**config.mk**
```make
export PLATFORM = sky130hd
export DESIGN_NAME = core_pass_ctrl
export DESIGN_NICKNAME = d
export VERILOG_FILES = /design/src/rtl/core_pass_ctrl.sv
export SDC_FILE = /design/constraint.sdc
export NUM_CORES = 1
export LEC_CHECK = 0
export BUFFER_PORTS_ARGS = -buffer_cell sky130_fd_sc_hd__buf_2
export CAP_MARGIN = 15
export CELL_PAD_IN_SITES_DETAIL_PLACEMENT = 0
export CELL_PAD_IN_SITES_GLOBAL_PLACEMENT = 2
export CORE_MARGIN = 2
export CORE_UTILIZATION = 37
export CTS_CLUSTER_DIAMETER = 30
export CTS_CLUSTER_SIZE = 40
export DETAILED_ROUTE_END_ITERATION = 10
export PLACE_DENSITY = 0.89
export SYNTH_ARGS = -nofsm -noshare
export SYNTH_HDL_FRONTEND = slang
export SYNTH_SLANG_ARGS = --single-unit
export TNS_END_PERCENT = 50
```
**constraint.sdc**
```tcl
create_clock -name clk -period 3.5 [get_ports clk]
set_input_delay 0.175 -clock clk [delete_from_list [all_inputs] [get_ports clk]]
set_output_delay 0.175 -clock clk [all_outputs]
set_load 0.02 [all_outputs]
```
**src/rtl/core_pass_ctrl.sv**
```systemverilog
// Sequences the core instruction word through one kernel-position (kij) pass.
// Optional: define CORE_PASS_CTRL_OVLP_RD_EN to drain the OFIFO while EXE is still running.
module core_pass_ctrl #(
   parameter int col        = 8,
   parameter int row        = 8,
   parameter int len_nij    = 36,
   parameter int w_base     = 1024,
   parameter int gap_cycles = 10,
   parameter int drain_max  = 64
) (
   input  logic        clk,
   input  logic        reset,
   input  logic        start,
   input  logic [3:0]  kij_idx,
   input  logic        ofifo_valid,
   output logic [33:0] inst,
   output logic        busy,
   output logic        done,
   output logic        err_timeout
);

   localparam int M1    = (col + row > gap_cycles) ? col + row : gap_cycles;
   localparam int M2    = (len_nij > drain_max) ? len_nij : drain_max;
   localparam int CMAX  = (M1 > M2) ? M1 : M2;
   localparam int CNT_W = $clog2(CMAX) + 1;
   localparam int M_W   = $clog2(len_nij + 1);

   typedef enum logic [3:0] {
      S_IDLE, S_KRD, S_KFL, S_KLD, S_GAP, S_ARD, S_AFL, S_EXE, S_DRN, S_ORD, S_FIN
   } state_t;

   state_t             state_q, state_d;
   logic [CNT_W-1:0]   cnt_q, cnt_d;
   logic [M_W-1:0]     r_q, r_d, m_q, m_d;
   logic [3:0]         kij_q, kij_d;
   logic               err_d, busy_d, done_d;
   logic               rd_d, wr_d, rd_win;
   logic [33:0]        inst_d;
   logic [10:0]        pbase;

   assign pbase = 11'(kij_q) * 11'(len_nij);

   always_ff @(posedge clk or posedge reset) begin
      if (reset) begin
         state_q     <= S_IDLE;
         cnt_q       <= '0;
         r_q         <= '0;
         m_q         <= '0;
         kij_q       <= '0;
         inst        <= 34'h1_800C_0000;
         busy        <= 1'b0;
         done        <= 1'b0;
         err_timeout <= 1'b0;
      end else begin
         state_q     <= state_d;
         cnt_q       <= cnt_d;
         r_q         <= r_d;
         m_q         <= m_d;
         kij_q       <= kij_d;
         inst        <= inst_d;
         busy        <= busy_d;
         done        <= done_d;
         err_timeout <= err_d;
      end
   end

   // Next state and phase counter; outputs below are decoded from the next
   // state so each registered word lines up with the state it belongs to.
   always_comb begin
      state_d = state_q;
      cnt_d   = cnt_q + CNT_W'(1);
      kij_d   = kij_q;
      err_d   = err_timeout;
      case (state_q)
         S_IDLE: begin
            cnt_d = '0;
            if (start) begin
               state_d = S_KRD;
               kij_d   = kij_idx;
               err_d   = 1'b0;
            end
         end
         S_KRD: if (cnt_q == CNT_W'(col - 1)) begin
            state_d = S_KFL;
            cnt_d   = '0;
         end
         S_KFL: begin
            state_d = S_KLD;
            cnt_d   = '0;
         end
         S_KLD: if (cnt_q == CNT_W'(col + row - 1)) begin
            state_d = S_GAP;
            cnt_d   = '0;
         end
         S_GAP: if (cnt_q == CNT_W'(gap_cycles - 1)) begin
            state_d = S_ARD;
            cnt_d   = '0;
         end
         S_ARD: if (cnt_q == CNT_W'(len_nij - 1)) begin
            state_d = S_AFL;
            cnt_d   = '0;
         end
         S_AFL: begin
            state_d = S_EXE;
            cnt_d   = '0;
         end
         S_EXE: if (cnt_q == CNT_W'(len_nij - 1)) begin
            cnt_d = '0;
`ifdef CORE_PASS_CTRL_OVLP_RD_EN
            // r counts issued reads, so it also covers a write still in flight
            if (m_q == M_W'(len_nij))
               state_d = S_FIN;
            else if (r_q != '0)
               state_d = S_ORD;
            else
               state_d = S_DRN;
`else
            state_d = S_DRN;
`endif
         end
         S_DRN: begin
            if (ofifo_valid) begin
               state_d = S_ORD;
               cnt_d   = '0;
            end else if (cnt_q == CNT_W'(drain_max - 1)) begin
               state_d = S_FIN;
               cnt_d   = '0;
               err_d   = 1'b1;
            end
         end
         S_ORD: if (m_q == M_W'(len_nij)) state_d = S_FIN;
         S_FIN: state_d = S_IDLE;
         default: state_d = S_IDLE;
      endcase
   end

   always_comb begin
`ifdef CORE_PASS_CTRL_OVLP_RD_EN
      rd_win = (state_d == S_ORD) || (state_d == S_EXE);
`else
      rd_win = (state_d == S_ORD);
`endif
      rd_d = rd_win && ofifo_valid && (r_q != M_W'(len_nij));
      // pmem write trails the OFIFO read by one cycle
      wr_d = inst[6];
      if (state_q == S_IDLE) begin
         r_d = '0;
         m_d = '0;
      end else begin
         r_d = r_q + M_W'(rd_d);
         m_d = m_q + M_W'(wr_d);
      end

      inst_d     = '0;
      inst_d[32] = 1'b1;
      inst_d[31] = 1'b1;
      inst_d[19] = 1'b1;
      inst_d[18] = 1'b1;
      case (state_d)
         S_KRD: begin
            inst_d[19]   = 1'b0;
            inst_d[17:7] = 11'(w_base) + 11'(cnt_d);
         end
         S_ARD: begin
            inst_d[19]   = 1'b0;
            inst_d[17:7] = 11'(cnt_d);
         end
         S_KLD: begin
            inst_d[3] = 1'b1;
            inst_d[0] = 1'b1;
         end
         S_EXE: begin
            inst_d[3] = 1'b1;
            inst_d[1] = 1'b1;
         end
         default: ;
      endcase
      // SRAM read data arrives one cycle after the read enable
      inst_d[2] = ~inst[19];
      inst_d[6] = rd_d;
      if (wr_d) begin
         inst_d[32]    = 1'b0;
         inst_d[31]    = 1'b0;
         inst_d[30:20] = pbase + 11'(m_q);
      end
      busy_d = (state_d != S_IDLE);
      done_d = (state_d == S_FIN);
   end

endmodule

```
Word-level counts from Yosys, hierarchy flattened --
Cells that the tools add are included.
Storage, ports and cells: register bits 60, input port bits 8
Operators by class: add/subtract/negate cells 5, $mul 1, equal/unequal tests 25, muxes and demuxes 29, bitwise logic cells 1, reductions and logical operators 11
Operator list (number):
- 7-bit two-way mux | 6
- 7-bit case mux with 6 select lines | 1
- 4-bit case mux with 10 select lines | 1
- 4-bit two-way mux | 9
- 4-bit by 3-bit == test with 1-bit output (second input constant) | 6
- 11-bit case mux with 2 select lines | 1
- 4-bit == test (second input constant) | 4
- 7-bit by 4-bit == test with 1-bit output (second input constant) | 2
- 7-bit by 6-bit == test with 1-bit output (second input constant) | 2
- 13-bit two-way mux | 1
- 6-bit by 1-bit adder with 6-bit output | 2
- 4-bit by 2-bit == test with 1-bit output (second input constant) | 3
- 6-bit two-way mux | 2
- 10-bit by 6-bit adder with 11-bit output | 1
- 11-bit by 7-bit adder with 11-bit output (first input constant) | 1
- 4-bit by 1-bit == test with 1-bit output (second input constant) | 2
- 4-bit by 4-bit multiplier with 8-bit output (second input constant) | 1
- 7-bit by 1-bit adder with 7-bit output (second input constant) | 1
- 7-bit by 3-bit == test with 1-bit output (second input constant) | 1
- 1-bit two-way mux | 7
- 6-bit == test (second input constant) | 1
- 2-bit inequality test (second input constant) | 3
- 6-bit inequality test (second input constant) | 1
- 2-bit OR reduction | 3
- 9 further kinds | 10

Longest topological paths before layout --
Gate-level depths: netlist of run 1.
depth after elaboration 9, gate-level depth with buffers 12

Worst setup path after synthesis of run 1 --
OpenSTA, ideal clock, no wires.
path type reg2reg, from register cnt_q[0], to register r_q[4], setup time 0.132 ns, arrival time 2.515 ns, data required time 3.368 ns, slack 0.853 ns, stages on the path, launching flop included 13, period minus slack after synthesis 2.647 ns, cells stage by stage dfrtp_1 > ha_1 > nor4b_2 > a311o_1 > a21o_1 > o211a_1 > buf_6 > nor3_1 > ha_1 > ha_1 > nand3_1 > xor2_1 > nor2_1
On the way: longest elaborated chain between the ends 9
RTL lines:
- start, declared | line 33 | logic [CNT_W-1:0] cnt_q, cnt_d;
- start signal, assigned | line 56 | cnt_q <= cnt_d;
- 7-bit by 6-bit == test with 1-bit output | line 125 | end else if (cnt_q == CNT_W'(drain_max - 1)) begin
- 4-bit two-way mux | line 125
- 4-bit two-way mux | line 122 | if (ofifo_valid) begin
- 4-bit case mux with 10 select lines * | line 74 | case (state_q)
- 4-bit == test * | line 141 | rd_win = (state_d == S_ORD);
- 1-bit logical AND * (2 in series) | line 143 | rd_d = rd_win && ofifo_valid && (r_q != M_W'(len_nij));
- via inst_d[6] | line 38 | logic [33:0] inst_d;
- 6-bit by 1-bit adder with 6-bit output * | line 150 | r_d = r_q + M_W'(rd_d);
- 6-bit two-way mux * | line 146 | if (state_q == S_IDLE) begin
- via r_d[4] | line 34 | logic [M_W-1:0] r_q, r_d, m_q, m_d;
- end signal, assigned | line 57 | r_q <= r_d;
- end, declared | line 34
Mark *: on every way through the listed nets, which the timed path passes. The rest lies on a longest branch. A chain may end at the register's enable or synchronous reset.

Worst setup path in the final report of run 1 --
from register cnt_q[0], to register r_q[4]
On the way: longest elaborated chain between the ends 9
RTL lines:
- 7-bit by 6-bit == test with 1-bit output | line 125
- 4-bit two-way mux | line 125
- 4-bit two-way mux | line 122
- 4-bit case mux with 10 select lines * | line 74
- via state_d[1] | line 32 | state_t state_q, state_d;
- 4-bit == test * | line 141
- 1-bit logical AND * (2 in series) | line 143
- via inst_d[6] | line 38
- 6-bit by 1-bit adder with 6-bit output * | line 150
- 6-bit two-way mux * | line 146
- via r_d[4] | line 34
Marks and branches as above.

==> run metrics, run 1 <==
Clock Root Buffer=clkbuf_8; critical path data arrival time=approximately 3 ns; Area after DPL=~3100 um2; DR vias/cell=between 4 and 5; I/O Buffers=37; vias=1,988; ant diodes=0; synthesized area per cell=11.0 um2; fmax=around 0.35 GHz; Layout area overhead=11.8%; Initial DRC Count=101; total length of routed wires=between 5000 and 6000 um; Die Area=8580 um2; CTS H-tree depth=2; commonest non-fill, non-tap cell in the layout=dfrtp_1; Final setup viols=0; Post-CTS Resized=0; period utilization=81.1%; Synth area leaders=dfrtp_1 (46%), ha_1 (5.6%), nor2_1 (4.1%); post-synth top area share=between 40% and 50%; vias in the first global route=1,950; register area share after synthesis=roughly 48%; Top delay family on crit path=simple AND/OR/NAND/NOR gates; TritonCTS clock tree=yes; largest net degree at the start of global routing=36; HP Class=primary input to flop; status=finished, final reports clean; Peak VDD IR=0.000148 V; later-pin clock latency in the skew report=0.31 ns; Post-synth EDFFs=0; largest area contributor in the netlist=dfrtp_1; Chip Height=92.7 um; Initial Util=37.8%; RSZ-0062 raised after global routing=false; dpl ws=0.668 ns; Initial DRT Pass Iterations=4; hpwl dp=3930 um; ys flop type=dfrtp_1; hold buffer count at cts=1; Die X=92.7 um; Power, Total=between 1 and 1.5 mW; GPL Wtd Cong=0.817; Clock Skews=0.0101 ns; io pins=45; row cnt=32; Min Hold Slack=between 0.1 and 0.15 ns; final-report hold violation count=0; WL per Instance=13.5 um; Final nets=322; clock-pin slew on the worst setup and hold paths=0.10 ns; Final Non-Filler Cells=403; first-pass GRT wire length=9560 um; Worst setup EP type=flop; WL met1=2630 um; Core Region=around 7700 um2; Leak=~1.5 nW; cts bufs inserted=5; slowest CP cell=or4b_1; placed cell count=between 300 and 400; worst setup path category=flop to flop; Bufs and invs on worst path=0; actual slew at the worst max-slew pin=0.543 ns; area of the mapped netlist=2910 um2; Worst slew margin=63.8%; Crit path largest cell delay=0.53 ns; Ys Warns=0; final antenna-violating net count=0; setup ws final=approximately 0.66 ns; Clock Path Buffers=2; setup tns final=0 ns; fin area=3250 um2; max-capacitance violation count=0; Critical Path RT=3.70 ns; Met2 Wirelength=2470 um; Slew Limit Fails=0; DR WL met3=approximately 260 um; final core occ=between 40 and 50%; clock sink count=56; total global routing overflow=0; post-synth cell types=64; most frequent cells in the layout=dfrtp_1 (54), buf_2 (37), nor2_1 (32); FILL cells=744; most frequent CP cell=ha_1; Post-synth ARST share=between 90% and 100%; power per cell area=318 nW/um2; Synth Instances=about 270; layout cell share with drive strength beyond 1=23.9%; global-route usage over all layers=14.0%; cells along the critical path=ha_1 > or4b_1 > nor4b_2 > o211ai_2 > o211ai_2 > nor3_1 > ha_1 > ha_1 > nand3_1 > xor2_1 > nor2_1; drt drc=0; crit path launch type=flop; fin crit period=2.84 ns; post-synthesis register bit count=56; uppermost layer routed=met4; crit-path max FO=6; initial antenna violation count=0; number of setup buffers added after CTS=0
sequential cells by signal, indices dropped and copies added, names as in the netlist:
signal and count:
inst 26, cnt_q 7, m_q 6, r_q 6, kij_q 4, state_q 4, busy 1, done 1
err_timeout 1
worst paths after layout:
| check | start | endpoint | slack [ns] | depth (start not counted) |
|---|---|---|---|---|
| worst max register to register | cnt_q[0] | r_q[4] | 0.66 | 11 |
| max in group asynchronous | reset | inst[29] | 2.29 | 4 |
| worst max-delay path | cnt_q[0] | r_q[4] | 0.66 | 11 |
| min in group asynchronous | reset | inst[12] | 0.41 | 3 |
| worst min register to register | inst[19] | inst[2] | 0.44 | 1 |
| worst min-delay path | kij_idx[0] | kij_q[0] | 0.11 | 2 |
routing by layer:
layer	GRT usage, %	up-vias
met3	2.44	6
met5	0	-
met2	21.7	57
met4	4.90	0
li1	-	991
met1	19.8	934
power by group:
part	internal [mW]	switching, mW
registers	0.647	0
logic	0.00450	0.0215
clock network	0.161	0.200
synthesized netlist by cell type, drive strengths merged (3+ instances only):
library cell	count
nor4	9
xor2	10
o211ai	3
nand2	13
o21ai	4
nand3b	3
inv	10
xnor2	8
buf	14
clkbuf	5
nor4b	3
and2	5
dfrtp	54
o22ai	3
mux2	4
nand3	9
and3	3
a21oi	6
a21o	4
ha	13
o311ai	3
nor2	32
nor2b	7
kinds of logic after synthesis:
| kind of cell | count (synthesis) | share of synthesized area [%] |
|---|---|---|
| adders and majority gates | 14 | 6.28 |
| other | 2 | 0.258 |
| DFF | 56 | 48.3 |
| AOI/OAI and AO/OA | 39 | 10.7 |
| buffers and inverters | 29 | 5.68 |
| muxes | 5 | 1.89 |
| xor gates and xnor gates | 18 | 5.42 |
| and+or+nand+nor | 102 | 21.5 |
final cells by class:
type / count / area [um2] / area share [%]
flip-flops and latches: 56 / 1400 / 43.2
clock buffers: 7 / 86.3 / 2.65
multi-input cells: 185 / 1360 / 41.9
inverters: 10 / 37.5 / 1.15
clock inverters: 1 / 7.51 / 0.231
repair buffers: 42 / 225 / 6.93
well taps: 102 / 128 / 3.92
No activity file was read; power rests on OpenSTA's default activity.
==> inputs of run 2 (changes only) <==
==> constraint.sdc (replaced) <==
create_clock -name clk -period 2.8 [get_ports clk]
set_input_delay 0.14 -clock clk [delete_from_list [all_inputs] [get_ports clk]]
set_output_delay 0.14 -clock clk [all_outputs]
set_load 0.02 [all_outputs]
==> run 2 against run 1 <==
Final area is 3.0% higher. Maximum frequency is 9.8% higher. Count of clock-buffer cells in the layout is 1 lower. Clock skew is 0.0038 ns lower. Flip-flop and latch count stayed put. Total power is 32% higher. Wire length is 3.7% higher. Combinational power is 25% higher. Register-to-register slack worse by 0.45 ns. First-iteration DRC count is 9.9% lower. Non-clock buffer count is 10 higher. Critical path type unchanged. Critical endpoint unchanged.
==> run metrics, run 2 (synthesis gave the netlist of run 1 again) <==
status=finished, final reports clean (unchanged); clock-pin slew on the worst setup and hold paths=0.10 ns (about the same); Hold Crit Depth=2 (unchanged); total length of routed wires=5640 um (was 5440 um); setup ws final=0.214 ns (was 0.662 ns); DR vias/cell=4.91 (was 4.93); Clock Root Buffer=clkbuf_8 (unchanged); fin crit period=2.59 ns (was 2.84 ns); Worst Reg2Reg Path Length in Cells=11 (unchanged); first-pass GRT wire length=9260 um (was 9560 um); power per cell area=406 nW/um2 (was 318 nW/um2); WL per Instance=13.7 um (was 13.5 um); max FFs per register=26 (unchanged); Die Area=8580 um2 (unchanged); Slew Limit Fails=0 (unchanged); largest register by flop count=inst (unchanged); later-pin clock latency in the skew report=0.30 ns (was 0.31 ns); internal power=1.08 mW (was 0.812 mW); period utilization=92.3% (was 81.1%); combinational share of power=2.4% (was 2.5%); sw frac=20.6% (was 21.4%); max-capacitance violation count=0 (unchanged); Layout area overhead=15.1% (was 11.8%); layout cell share with drive strength beyond 1=27.0% (was 23.9%); Clock Path Buffers=2 (unchanged); Worst Min Path Start=kij_idx[0] (unchanged); GPL Wtd Cong=0.915 (was 0.817); sequential power share=59.4% (was 62.5%); hold path endpoint=kij_q[0] (unchanged); Die X=92.7 um (unchanged); largest net degree at the start of global routing=30 (was 36); commonest non-fill, non-tap cell in the layout=dfrtp_1 (unchanged); TritonCTS clock tree=yes (unchanged); final-report hold violation count=0 (unchanged); critical path data arrival time=2.78 ns (was 3.04 ns); Initial DRT Pass Iterations=4 (unchanged); R2R Path End=r_q[4] (unchanged); HP Class=primary input to flop (unchanged); Final setup viols=0 (unchanged); ant diodes=0 (unchanged); actual slew at the worst max-slew pin=0.577 ns (was 0.543 ns); total global routing overflow=0 (unchanged); row cnt=32 (unchanged); crit-path max FO=6 (unchanged); global-route usage over all layers=13.6% (was 14.0%); final antenna-violating net count=0 (unchanged); Leak=1.60 nW (was 1.54 nW); hpwl dp=4130 um (was 3930 um); vias=2,029 (was 1,988); Power, Total=1.36 mW (was 1.03 mW); worst setup path category=flop to flop (unchanged); initial antenna violation count=0 (unchanged); CTS H-tree depth=2 (unchanged); biggest regs=inst x26, cnt_q x7 (unchanged); RSZ-0062 raised after global routing=false (unchanged); Initial DRC Count=91 (was 101); vias in the first global route=1,883 (was 1,950); Critical Path RT=3.00 ns (was 3.70 ns); Chip Height=92.7 um (unchanged); FILL cells=743 (was 744); worst r2r src=cnt_q[1] (was cnt_q[0]); Final nets=332 (was 322); I/O Buffers=37 (unchanged); cts bufs inserted=5 (unchanged); drt drc=0 (unchanged); Clk network pwr share=38.2% (was 34.9%); Initial Util=37.8% (unchanged); clock sink count=56 (unchanged); Worst setup EP type=flop (unchanged); dpl ws=0.173 ns (was 0.668 ns); Core Region=7690 um2 (unchanged); most frequent cells in the layout=dfrtp_1 (54), buf_2 (37), nor2_1 (32) (unchanged); Clock Skews=0.00630 ns (was 0.0101 ns); crit path launch type=flop (unchanged); setup tns final=0 ns (unchanged); sw power=0.280 mW (was 0.221 mW); io pins=45 (unchanged); Worst slew margin=61.5% (was 63.8%); fmax=0.387 GHz (was 0.352 GHz); Peak VDD IR=0.000155 V (was 0.000148 V); flop-to-flop setup slack=0.21 ns (was 0.66 ns)
run 2: cell types whose count changed in the layout (fill, tap and decap cells not counted):
| cell | before | now |
|---|---|---|
| clkinv_2 | 0 | 1 |
| buf_4 | 4 | 14 |
| bufinv_16 | 0 | 1 |
| nor3_1 | 2 | 1 |
| clkbuf_8 | 6 | 5 |
| clkinvlp_4 | 1 | 0 |
| ha_1 | 13 | 12 |
| nor3_2 | 0 | 1 |
| ha_2 | 0 | 1 |
run 2: final cells by class:
| cell class | instances | area [um2] | area share, % |
|---|---|---|---|
| sequential | 56 | 1400 | 41.9 |
| multi-input combinational | 185 | 1370 | 41.0 |
| timing repair buffer | 52 | 300 | 8.97 |
| tap | 102 | 128 | 3.81 |
| clock buffer | 6 | 72.6 | 2.17 |
| inverter | 10 | 37.5 | 1.12 |
| clock inverter | 2 | 35.0 | 1.05 |
run 2: timing repair:
| item | 4_1_cts | 5_1_grt |
|---|---|---|
| buffers inserted | 0 | 0 |
| setup endpoints to repair | 0 | 1 |
| gates resized for setup | 0 | 2 |
| hold endpoints to repair | 26 | 0 |
| hold buffers | 1 | 0 |
run 2: worst max-delay path by stage:
stage | startpoint | endpoint | slack, ns | cells past startpoint
2_1_floorplan | cnt_q[0] | r_q[4] | 0.15 | 12
3_3_place_gp | cnt_q[1] | r_q[4] | 0.20 | 11
3_5_place_dp | cnt_q[1] | r_q[4] | 0.17 | 11
4_1_cts | cnt_q[1] | r_q[4] | 0.17 | 11
5_1_grt | cnt_q[0] | r_q[4] | 0.02 | 11
6_report | cnt_q[1] | r_q[4] | 0.21 | 11
run 2: stage by stage:
stage               instance area, um2  hold slack, ns  utilization, %  cells
global route                      3350          0.0468            43.6    413
global placement                  3220           0.227            41.9    404
finish                            3350          0.0635            43.6    413
detailed placement                3220           0.240            41.9    404
floorplan                         2930           0.291               -    270
CTS                               3340          0.0512            43.5    413
run 2: critical path, cell delays in order (launching register included):
cell and delay, ns:
dfrtp_1 0.37, ha_2 0.24, or4b_1 0.51, nor4b_2 0.30, o211ai_2 0.14, o211ai_2 0.12, nor3_2 0.08, ha_1 0.21
ha_1 0.21, nand3_1 0.10, xor2_1 0.14, nor2_1 0.05
run 2: power by group through the flow:
stage	combinational, mW	clock [mW]	sequential [mW]
global placement	0.0326	0	0.824
finish	0.0326	0.519	0.808
floorplan	0.0279	0	0.824
CTS	0.0340	0.540	0.808
detailed placement	0.0329	0	0.824
global route	0.0375	0.577	0.808
run 2: metal layers:
| layer | vias up | wire [um] | track usage [%] |
|---|---|---|---|
| met5 | - | 0 | 0 |
| met4 | 0 | 42 | 4.17 |
| met3 | 2 | 278 | 2.77 |
| met2 | 59 | 2550 | 20.6 |
| met1 | 964 | 2770 | 19.7 |
| li1 | 1004 | - | - |
